$ cat config.mk
export PLATFORM = sky130hd
export DESIGN_NAME = apb_cmd_master
export DESIGN_NICKNAME = d
export VERILOG_FILES = /design/src/rtl/apb_cmd_master.sv
export SDC_FILE = /design/constraint.sdc
export NUM_CORES = 1
export LEC_CHECK = 0
export ABC_AREA = 1
export BUFFER_PORTS_ARGS = -buffer_cell sky130_fd_sc_hd__buf_2
export CAP_MARGIN = 20
export CORE_MARGIN = 2
export CORE_UTILIZATION = 60
export CTS_BUF_LIST = sky130_fd_sc_hd__clkbuf_16
export DETAILED_ROUTE_END_ITERATION = 7
export PLACE_DENSITY = 0.83
export SLEW_MARGIN = 20
export SYNTH_ARGS = -nofsm -noshare
export SYNTH_HDL_FRONTEND = slang
export SYNTH_SLANG_ARGS = --single-unit
export TNS_END_PERCENT = 50
$ cat constraint.sdc
create_clock -name clk_i -period 10.8 [get_ports clk_i]
set_input_delay 2.16 -clock clk_i [delete_from_list [all_inputs] [get_ports clk_i]]
set_output_delay 2.16 -clock clk_i [all_outputs]
set_load 0.01 [all_outputs]
$ cat src/rtl/apb_cmd_master.sv
// apb_cmd_master
// APB3 initiator. Command requests are queued in a small FIFO. Each request
// is issued on the APB bus as one SETUP phase followed by one or more ACCESS
// phases. Exactly one response per request comes back on a valid/ready
// port, in request order.
//
// Optional feature macro: APB_MASTER_TIMEOUT_EN
//   defined   : an ACCESS phase that waits TIMEOUT_CYCLES cycles with
//               pready_i low is aborted. The response reports err=1 and
//               rdata=0, and timeout_o pulses for one cycle.
//   undefined : ACCESS waits indefinitely for pready_i and timeout_o is 0.
//
// Ports
//   clk_i, rst_ni            clock, asynchronous active-low reset
//   req_valid_i/req_ready_o  request handshake
//   req_write_i/addr/wdata   request payload
//   rsp_valid_o/rsp_ready_i  response handshake
//   rsp_rdata_o, rsp_err_o   response payload (rdata is 0 for writes)
//   psel_o ... pslverr_i     APB3 initiator interface
//   timeout_o                one-cycle pulse when a transfer is aborted
module apb_cmd_master #(
  parameter int ADDR_WIDTH     = 32,
  parameter int DATA_WIDTH     = 32,
  parameter int REQ_DEPTH      = 4,
  parameter int TIMEOUT_CYCLES = 256
) (
  input  logic                  clk_i,
  input  logic                  rst_ni,
  input  logic                  req_valid_i,
  output logic                  req_ready_o,
  input  logic                  req_write_i,
  input  logic [ADDR_WIDTH-1:0] req_addr_i,
  input  logic [DATA_WIDTH-1:0] req_wdata_i,
  output logic                  rsp_valid_o,
  input  logic                  rsp_ready_i,
  output logic [DATA_WIDTH-1:0] rsp_rdata_o,
  output logic                  rsp_err_o,
  output logic                  psel_o,
  output logic                  penable_o,
  output logic                  pwrite_o,
  output logic [ADDR_WIDTH-1:0] paddr_o,
  output logic [DATA_WIDTH-1:0] pwdata_o,
  input  logic [DATA_WIDTH-1:0] prdata_i,
  input  logic                  pready_i,
  input  logic                  pslverr_i,
  output logic                  timeout_o
);

  localparam int PTR_W = (REQ_DEPTH > 1) ? $clog2(REQ_DEPTH) : 1;
  localparam int CNT_W = PTR_W + 1;

  typedef enum logic [1:0] {
    IDLE,
    SETUP,
    ACCESS,
    RESP
  } state_e;

  state_e state_q, state_d;

  logic                  fifo_write_q [REQ_DEPTH];
  logic [ADDR_WIDTH-1:0] fifo_addr_q  [REQ_DEPTH];
  logic [DATA_WIDTH-1:0] fifo_wdata_q [REQ_DEPTH];
  logic [PTR_W-1:0]      wr_ptr_q, rd_ptr_q;
  logic [CNT_W-1:0]      count_q;
  logic                  ready_en_q;
  logic                  fifo_full, fifo_empty;
  logic                  push, pop;
  logic                  load_head, capture, abort, cnt_clr;
  logic                  timeout_hit;

  assign fifo_full   = (count_q == CNT_W'(REQ_DEPTH));
  assign fifo_empty  = (count_q == '0);
  // ready_en_q keeps req_ready_o low while reset is asserted and through
  // the first edge after release.
  assign req_ready_o = ready_en_q & ~fifo_full;
  assign push        = req_valid_i & req_ready_o;

  // The APB strobes and the response valid are decoded straight from the
  // state register. This makes them drop as soon as reset is asserted.
  assign psel_o      = (state_q == SETUP) || (state_q == ACCESS);
  assign penable_o   = (state_q == ACCESS);
  assign rsp_valid_o = (state_q == RESP);

  // FIFO storage. No reset is needed: an entry is read only after it has
  // been written.
  always_ff @(posedge clk_i) begin
    if (push) begin
      fifo_write_q[wr_ptr_q] <= req_write_i;
      fifo_addr_q[wr_ptr_q]  <= req_addr_i;
      fifo_wdata_q[wr_ptr_q] <= req_wdata_i;
    end
  end

  // FIFO pointers and occupancy. REQ_DEPTH is a power of two, so the
  // pointers wrap by natural overflow.
  always_ff @(posedge clk_i or negedge rst_ni) begin
    if (!rst_ni) begin
      wr_ptr_q   <= '0;
      rd_ptr_q   <= '0;
      count_q    <= '0;
      ready_en_q <= 1'b0;
    end else begin
      ready_en_q <= 1'b1;
      if (push) begin
        wr_ptr_q <= wr_ptr_q + PTR_W'(1);
      end
      if (pop) begin
        rd_ptr_q <= rd_ptr_q + PTR_W'(1);
      end
      if (push && !pop) begin
        count_q <= count_q + CNT_W'(1);
      end else if (pop && !push) begin
        count_q <= count_q - CNT_W'(1);
      end
    end
  end

  // State register
  always_ff @(posedge clk_i or negedge rst_ni) begin
    if (!rst_ni) begin
      state_q <= IDLE;
    end else begin
      state_q <= state_d;
    end
  end

  // Next-state logic. A transfer pops its FIFO entry when it completes,
  // so in RESP the FIFO head is already the next request.
  always_comb begin
    state_d   = state_q;
    load_head = 1'b0;
    pop       = 1'b0;
    capture   = 1'b0;
    abort     = 1'b0;
    cnt_clr   = 1'b0;
    case (state_q)
      IDLE: begin
        if (!fifo_empty) begin
          load_head = 1'b1;
          state_d   = SETUP;
        end
      end
      SETUP: begin
        cnt_clr = 1'b1;
        state_d = ACCESS;
      end
      ACCESS: begin
        if (pready_i) begin
          capture = 1'b1;
          pop     = 1'b1;
          state_d = RESP;
        end else if (timeout_hit) begin
          abort   = 1'b1;
          pop     = 1'b1;
          state_d = RESP;
        end
      end
      RESP: begin
        if (rsp_ready_i) begin
          if (!fifo_empty) begin
            load_head = 1'b1;
            state_d   = SETUP;
          end else begin
            state_d = IDLE;
          end
        end
      end
      default: state_d = IDLE;
    endcase
  end

  // Latch the APB address, direction and data when a transfer starts.
  // The values stay stable until the next transfer is latched.
  always_ff @(posedge clk_i or negedge rst_ni) begin
    if (!rst_ni) begin
      paddr_o  <= '0;
      pwrite_o <= 1'b0;
      pwdata_o <= '0;
    end else if (load_head) begin
      paddr_o  <= fifo_addr_q[rd_ptr_q];
      pwrite_o <= fifo_write_q[rd_ptr_q];
      pwdata_o <= fifo_write_q[rd_ptr_q] ? fifo_wdata_q[rd_ptr_q] : '0;
    end
  end

  // Response registers. These hold their values while the response waits
  // for rsp_ready_i.
  always_ff @(posedge clk_i or negedge rst_ni) begin
    if (!rst_ni) begin
      rsp_rdata_o <= '0;
      rsp_err_o   <= 1'b0;
    end else if (capture) begin
      rsp_rdata_o <= pwrite_o ? '0 : prdata_i;
      rsp_err_o   <= pslverr_i;
    end else if (abort) begin
      rsp_rdata_o <= '0;
      rsp_err_o   <= 1'b1;
    end
  end

`ifdef APB_MASTER_TIMEOUT_EN
  localparam int TO_W = $clog2(TIMEOUT_CYCLES) + 1;

  logic [TO_W-1:0] to_cnt_q;
  logic            timeout_q;

  assign timeout_hit = (to_cnt_q == TO_W'(TIMEOUT_CYCLES - 1));
  assign timeout_o   = timeout_q;

  // The counter holds the number of ACCESS cycles already spent waiting.
  // The limit is reached on the TIMEOUT_CYCLES-th ACCESS cycle.
  always_ff @(posedge clk_i or negedge rst_ni) begin
    if (!rst_ni) begin
      to_cnt_q  <= '0;
      timeout_q <= 1'b0;
    end else begin
      timeout_q <= abort;
      if (cnt_clr) begin
        to_cnt_q <= '0;
      end else if ((state_q == ACCESS) && !pready_i) begin
        to_cnt_q <= to_cnt_q + TO_W'(1);
      end
    end
  end
`else
  logic timeout_unused;

  assign timeout_hit    = 1'b0;
  assign timeout_o      = 1'b0;
  assign timeout_unused = (TIMEOUT_CYCLES == 0) | cnt_clr | abort;
`endif

endmodule

==> flow_summary.html <==
<table>
<tr><th>Metric</th><th>Value</th></tr>
<tr><th colspan="2">Outcome</th></tr>
<tr><td>Result of the run</td><td>complete, no violations</td></tr>
<tr><th colspan="2">Worst setup path</th></tr>
<tr><td>Critical path data arrival time</td><td>4620 ps</td></tr>
<tr><td>Critical Setup Path Class</td><td>in -&gt; reg</td></tr>
<tr><td>Data required time at the worst endpoint</td><td>roughly 11000 ps</td></tr>
<tr><td>CP dominant cell by count</td><td>nand2_1</td></tr>
<tr><td>Category of the worst setup path launch point</td><td>input port</td></tr>
<tr><td>Cell type of the slowest stage on the worst timing path</td><td>clkinv_2</td></tr>
<tr><td>Critical path, cell by cell</td><td>buf_2, nand2_1, nand2_1, nand2_1, nor2_4, buf_4, clkinv_2, nand2_1, nand2_1</td></tr>
<tr><td>Type of element capturing the critical path</td><td>flop</td></tr>
<tr><td>Largest stage delay on the critical path</td><td>between 1000 and 1500 ps</td></tr>
<tr><td>CP Max Fanout</td><td>between 60 and 70</td></tr>
<tr><th colspan="2">Clock tree</th></tr>
<tr><td>Root buf cell</td><td>clkbuf_16</td></tr>
<tr><td>CTS sink count</td><td>around 370</td></tr>
<tr><td>Number of buffers added to fix hold violations after cts</td><td>0</td></tr>
<tr><td>Total of cells resized after clock tree synthesis</td><td>0</td></tr>
<tr><td>Insertion delay of the later-clocked pin in the worst-skew pair</td><td>~510 ps</td></tr>
<tr><td>Buffers from clock root to sink, at most</td><td>3</td></tr>
<tr><td>CTS H-Tree Depth</td><td>2</td></tr>
<tr><td>Setup bufs post-CTS</td><td>0</td></tr>
<tr><td>TritonCTS clock tree</td><td>done</td></tr>
<tr><td>TritonCTS buffer count</td><td>36</td></tr>
<tr><td>Clock transition at path regs</td><td>around 60 ps</td></tr>
<tr><th colspan="2">Routing</th></tr>
<tr><td>Via count of the routed design</td><td>slightly above 10000</td></tr>
<tr><td>First-pass iteration count of the detailed router</td><td>6</td></tr>
<tr><td>Wire length reported by the detailed router</td><td>31910 um</td></tr>
<tr><td>Post-DR wirelength/cell</td><td>roughly 17 um</td></tr>
<tr><td>Number of remaining DRC errors</td><td>0</td></tr>
<tr><td>Remaining number of nets flagged by the antenna check after routing</td><td>0</td></tr>
<tr><td>Iteration-0 DRC Markers</td><td>roughly 840</td></tr>
<tr><td>Vias/cell</td><td>5.266</td></tr>
<tr><th colspan="2">Synth</th></tr>
<tr><td>Gate Count Post-Synth</td><td>1396</td></tr>
<tr><td>Most frequent cells after synthesis</td><td>nand2_1, edfxtp_1, inv_1</td></tr>
<tr><td>Area leader, netlist</td><td>edfxtp_1</td></tr>
<tr><td>Top-count cell post-synth</td><td>nand2_1</td></tr>
<tr><td>Most used DFF post-synth</td><td>edfxtp_1</td></tr>
<tr><td>Total number of yosys warnings</td><td>0</td></tr>
<tr><td>Library cells used by synthesis</td><td>24</td></tr>
<tr><td>Total standard cell area after synthesis</td><td>~15000 sq um</td></tr>
<tr><td>Mapped Nets</td><td>about 1500</td></tr>
<tr><td>Register bit count reported by yosys</td><td>between 300 and 400</td></tr>
<tr><td>Share of the synthesized area in the top cell type</td><td>52.51%</td></tr>
<tr><td>Number of flops mapped to enable cells by yosys</td><td>260</td></tr>
<tr><td>Share of synthesized registers carrying an async set or reset</td><td>around 29%</td></tr>
<tr><td>Top cells by area in the synthesized netlist</td><td>edfxtp_1, dfrtp_1, nand2_1</td></tr>
<tr><td>Avg Synthesized Cell Area</td><td>approximately 11 sq um</td></tr>
<tr><td>Portion of the post-synthesis area used by sequential elements</td><td>a little over two thirds</td></tr>
<tr><th colspan="2">STA</th></tr>
<tr><td>Fin Setup TNS</td><td>0 ps</td></tr>
<tr><td>Total count of max-transition violations in the final report</td><td>0</td></tr>
<tr><td>Slew at the pin closest to its max-slew limit</td><td>1107 ps</td></tr>
<tr><td>Slew HR</td><td>26.23%</td></tr>
<tr><td>Min Hold Slack</td><td>about 470 ps</td></tr>
<tr><td>RSZ-0062 raised after global routing</td><td>false</td></tr>
<tr><td>Number of hold violations in the final report</td><td>0</td></tr>
<tr><td>Period Utilization, post-route</td><td>about two fifths</td></tr>
<tr><td>Fin Clk Skew</td><td>11.42 ps</td></tr>
<tr><td>Smallest setup slack after layout</td><td>about 6600 ps</td></tr>
<tr><td>Fin crit period</td><td>around 4200 ps</td></tr>
<tr><td>Maximum achievable frequency</td><td>~0.24 GHz</td></tr>
<tr><td>Final Setup Violations</td><td>0</td></tr>
<tr><th colspan="2">Place</th></tr>
<tr><td>Global placement routability congestion</td><td>~0.75</td></tr>
<tr><td>Total of buffers placed on input and output ports</td><td>~200</td></tr>
<tr><td>DP Wirelength</td><td>18020 um</td></tr>
<tr><td>Post-placement worst setup slack</td><td>6423 ps</td></tr>
<tr><th colspan="2">GRT</th></tr>
<tr><td>Maximum number of pins on one net before global-route repair</td><td>around 110</td></tr>
<tr><td>Wire length of the first global-routing pass</td><td>roughly 50000 um</td></tr>
<tr><td>Vias in the first global route</td><td>10010</td></tr>
<tr><td>Initial antenna violation count</td><td>2</td></tr>
<tr><td>GRT overflow</td><td>0</td></tr>
<tr><td>Total routing usage reported by global routing</td><td>~25%</td></tr>
<tr><th colspan="2">Floorplanning</th></tr>
<tr><td>DIE AREA</td><td>between 20000 and 30000 sq um</td></tr>
<tr><td>X dimension of the die</td><td>~160 um</td></tr>
<tr><td>Die Y</td><td>161.4 um</td></tr>
<tr><td>Initial core utilization</td><td>61.14%</td></tr>
<tr><td>Placeable core region</td><td>between 20000 and 25000 sq um</td></tr>
<tr><td>Number of placement rows</td><td>57</td></tr>
<tr><td>Top-Level Pins</td><td>roughly 200</td></tr>
<tr><th colspan="2">Power</th></tr>
<tr><td>Worst vdd rail ir drop</td><td>~0.00016 V</td></tr>
<tr><td>Lkg Pwr</td><td>about 8 nW</td></tr>
<tr><td>Power density over the cells</td><td>about 270 nW/um^2</td></tr>
<tr><td>Combinational group share of total power</td><td>32.5%</td></tr>
<tr><td>Total internal power</td><td>approximately 0.0030 W</td></tr>
<tr><td>Clock power frac</td><td>about 25%</td></tr>
<tr><td>Net switching power</td><td>around 0.0017 W</td></tr>
<tr><td>Sequential power share</td><td>42.5%</td></tr>
<tr><td>Sw Ratio</td><td>36.50%</td></tr>
<tr><th colspan="2">Final layout</th></tr>
<tr><td>Area overhead of the layout relative to synthesis</td><td>15.33%</td></tr>
<tr><td>Fraction of final layout cells with drive strength greater than 1</td><td>about 17%</td></tr>
<tr><td>Net count reported at finish</td><td>1691</td></tr>
<tr><td>Count of filler cells inserted in the layout</td><td>1658</td></tr>
<tr><th colspan="2">Flow run</th></tr>
<tr><td>Max-capacitance violation count</td><td>0</td></tr>
<tr><th colspan="2">Worst hold path</th></tr>
<tr><td>Path class of the lowest-slack min-delay path</td><td>reg -&gt; reg</td></tr>
</table>
-- cells in the final DEF (no fill, tap or decap), drive strengths merged --
cell type | synthesis | routed
nand2 | 445 | 445
edfxtp | 260 | 260
buf | 54 | 214
inv | 156 | 164
nor2 | 138 | 138
dfrtp | 108 | 108
nand3 | 102 | 102
o21ai | 99 | 99
clkbuf | 16 | 37
clkinv | 0 | 17
ha | 9 | 9
diode | 0 | 3
xor2 | 3 | 3
conb | 2 | 2
bufinv | 0 | 2
a21boi | 1 | 1
xnor2 | 1 | 1
o211ai | 1 | 1
fa | 1 | 1
-- cell type report --
class	instances	area, sq um	area share (%)
clock inverter	27	172.7	1.007
sequential	368	10520	61.32
clock buffer	37	925.9	5.399
multi-input combinational	802	3430	20.00
timing repair buffer	214	1102	6.428
inverter	156	589.3	3.437
antenna	3	7.507	0.04378
tap	324	405.4	2.364
-- path summary, 6_finish.rpt --
kind                         startpoint           end  slack [ps]  depth (start not counted)
min in group asynchronous        rst_ni  pwdata_o[19]        1630                          1
setup / recovery            rsp_ready_i  pwdata_o[16]        6560                          9
setup reg to reg             state_q[0]  pwdata_o[16]        7500                          9
hold reg to reg            pwdata_o[31]  pwdata_o[31]         470                          2
hold / removal             pwdata_o[31]  pwdata_o[31]         470                          2
max in group asynchronous        rst_ni   rd_ptr_q[0]        7770                          2
-- flip-flops by register name, indices dropped and copies added, names as in the netlist --
signal / flops
count_q: 3
fifo_wdata_q: 128
ready_en_q: 1
state_q: 2
rsp_rdata_o: 32
rd_ptr_q: 2
fifo_write_q: 4
rsp_err_o: 1
pwrite_o: 1
fifo_addr_q: 128
pwdata_o: 32
wr_ptr_q: 2
paddr_o: 32
-- logic make-up (layout without fill, tap and decap cells) --
family / count (synthesis) / after routing / synth area share, %
other cells: 2 / 5 / 0.05051
xor+xnor: 4 / 4 / 0.2357
fa+ha+maj: 10 / 10 / 0.8920
buf+inv: 226 / 434 / 6.463
compound gates: 101 / 101 / 3.433
flops: 368 / 368 / 70.69
simple gates: 685 / 685 / 18.24
-- worst max-delay path: cells and delay by family --
kind | cells | cell delay [ps]
buffers and inverters | 3 | 1760
AND/OR/NAND/NOR | 6 | 630
-- per-layer routing --
| layer | wire length [um] | vias to the layer above | global-route usage, % |
|---|---|---|---|
| met5 | 0 | - | 0 |
| met4 | 722 | 0 | 8.888 |
| met3 | 2318 | 61 | 4.340 |
| met2 | 16170 | 409 | 42.35 |
| met1 | 12700 | 4859 | 31.76 |
| li1 | - | 4839 | - |
-- per-stage QoR --
| stage | std cells | instance area, sq um | power [W] | utilization, % |
|---|---|---|---|---|
| after floorplan | 1396 | 14870 | 0.003052 | - |
| final | 1931 | 17150 | 0.004678 | 70.51 |
| after global routing | 1930 | 17150 | 0.004985 | 70.50 |
| after detailed placement | 1864 | 16040 | 0.003528 | 65.94 |
| after CTS | 1928 | 17140 | 0.004697 | 70.46 |
| after global placement | 1864 | 16040 | 0.003448 | 65.94 |
-- power by group through the flow --
stage	clock network [W]	registers (W)	logic (W)
2_1_floorplan	0	0.00203	0.00102
3_3_place_gp	0	0.00200	0.00144
3_5_place_dp	0	0.00201	0.00152
4_1_cts	0.00118	0.00198	0.00153
5_1_grt	0.00124	0.00202	0.00173
6_report	0.00117	0.00199	0.00152
No activity file was read; power rests on OpenSTA's default activity.
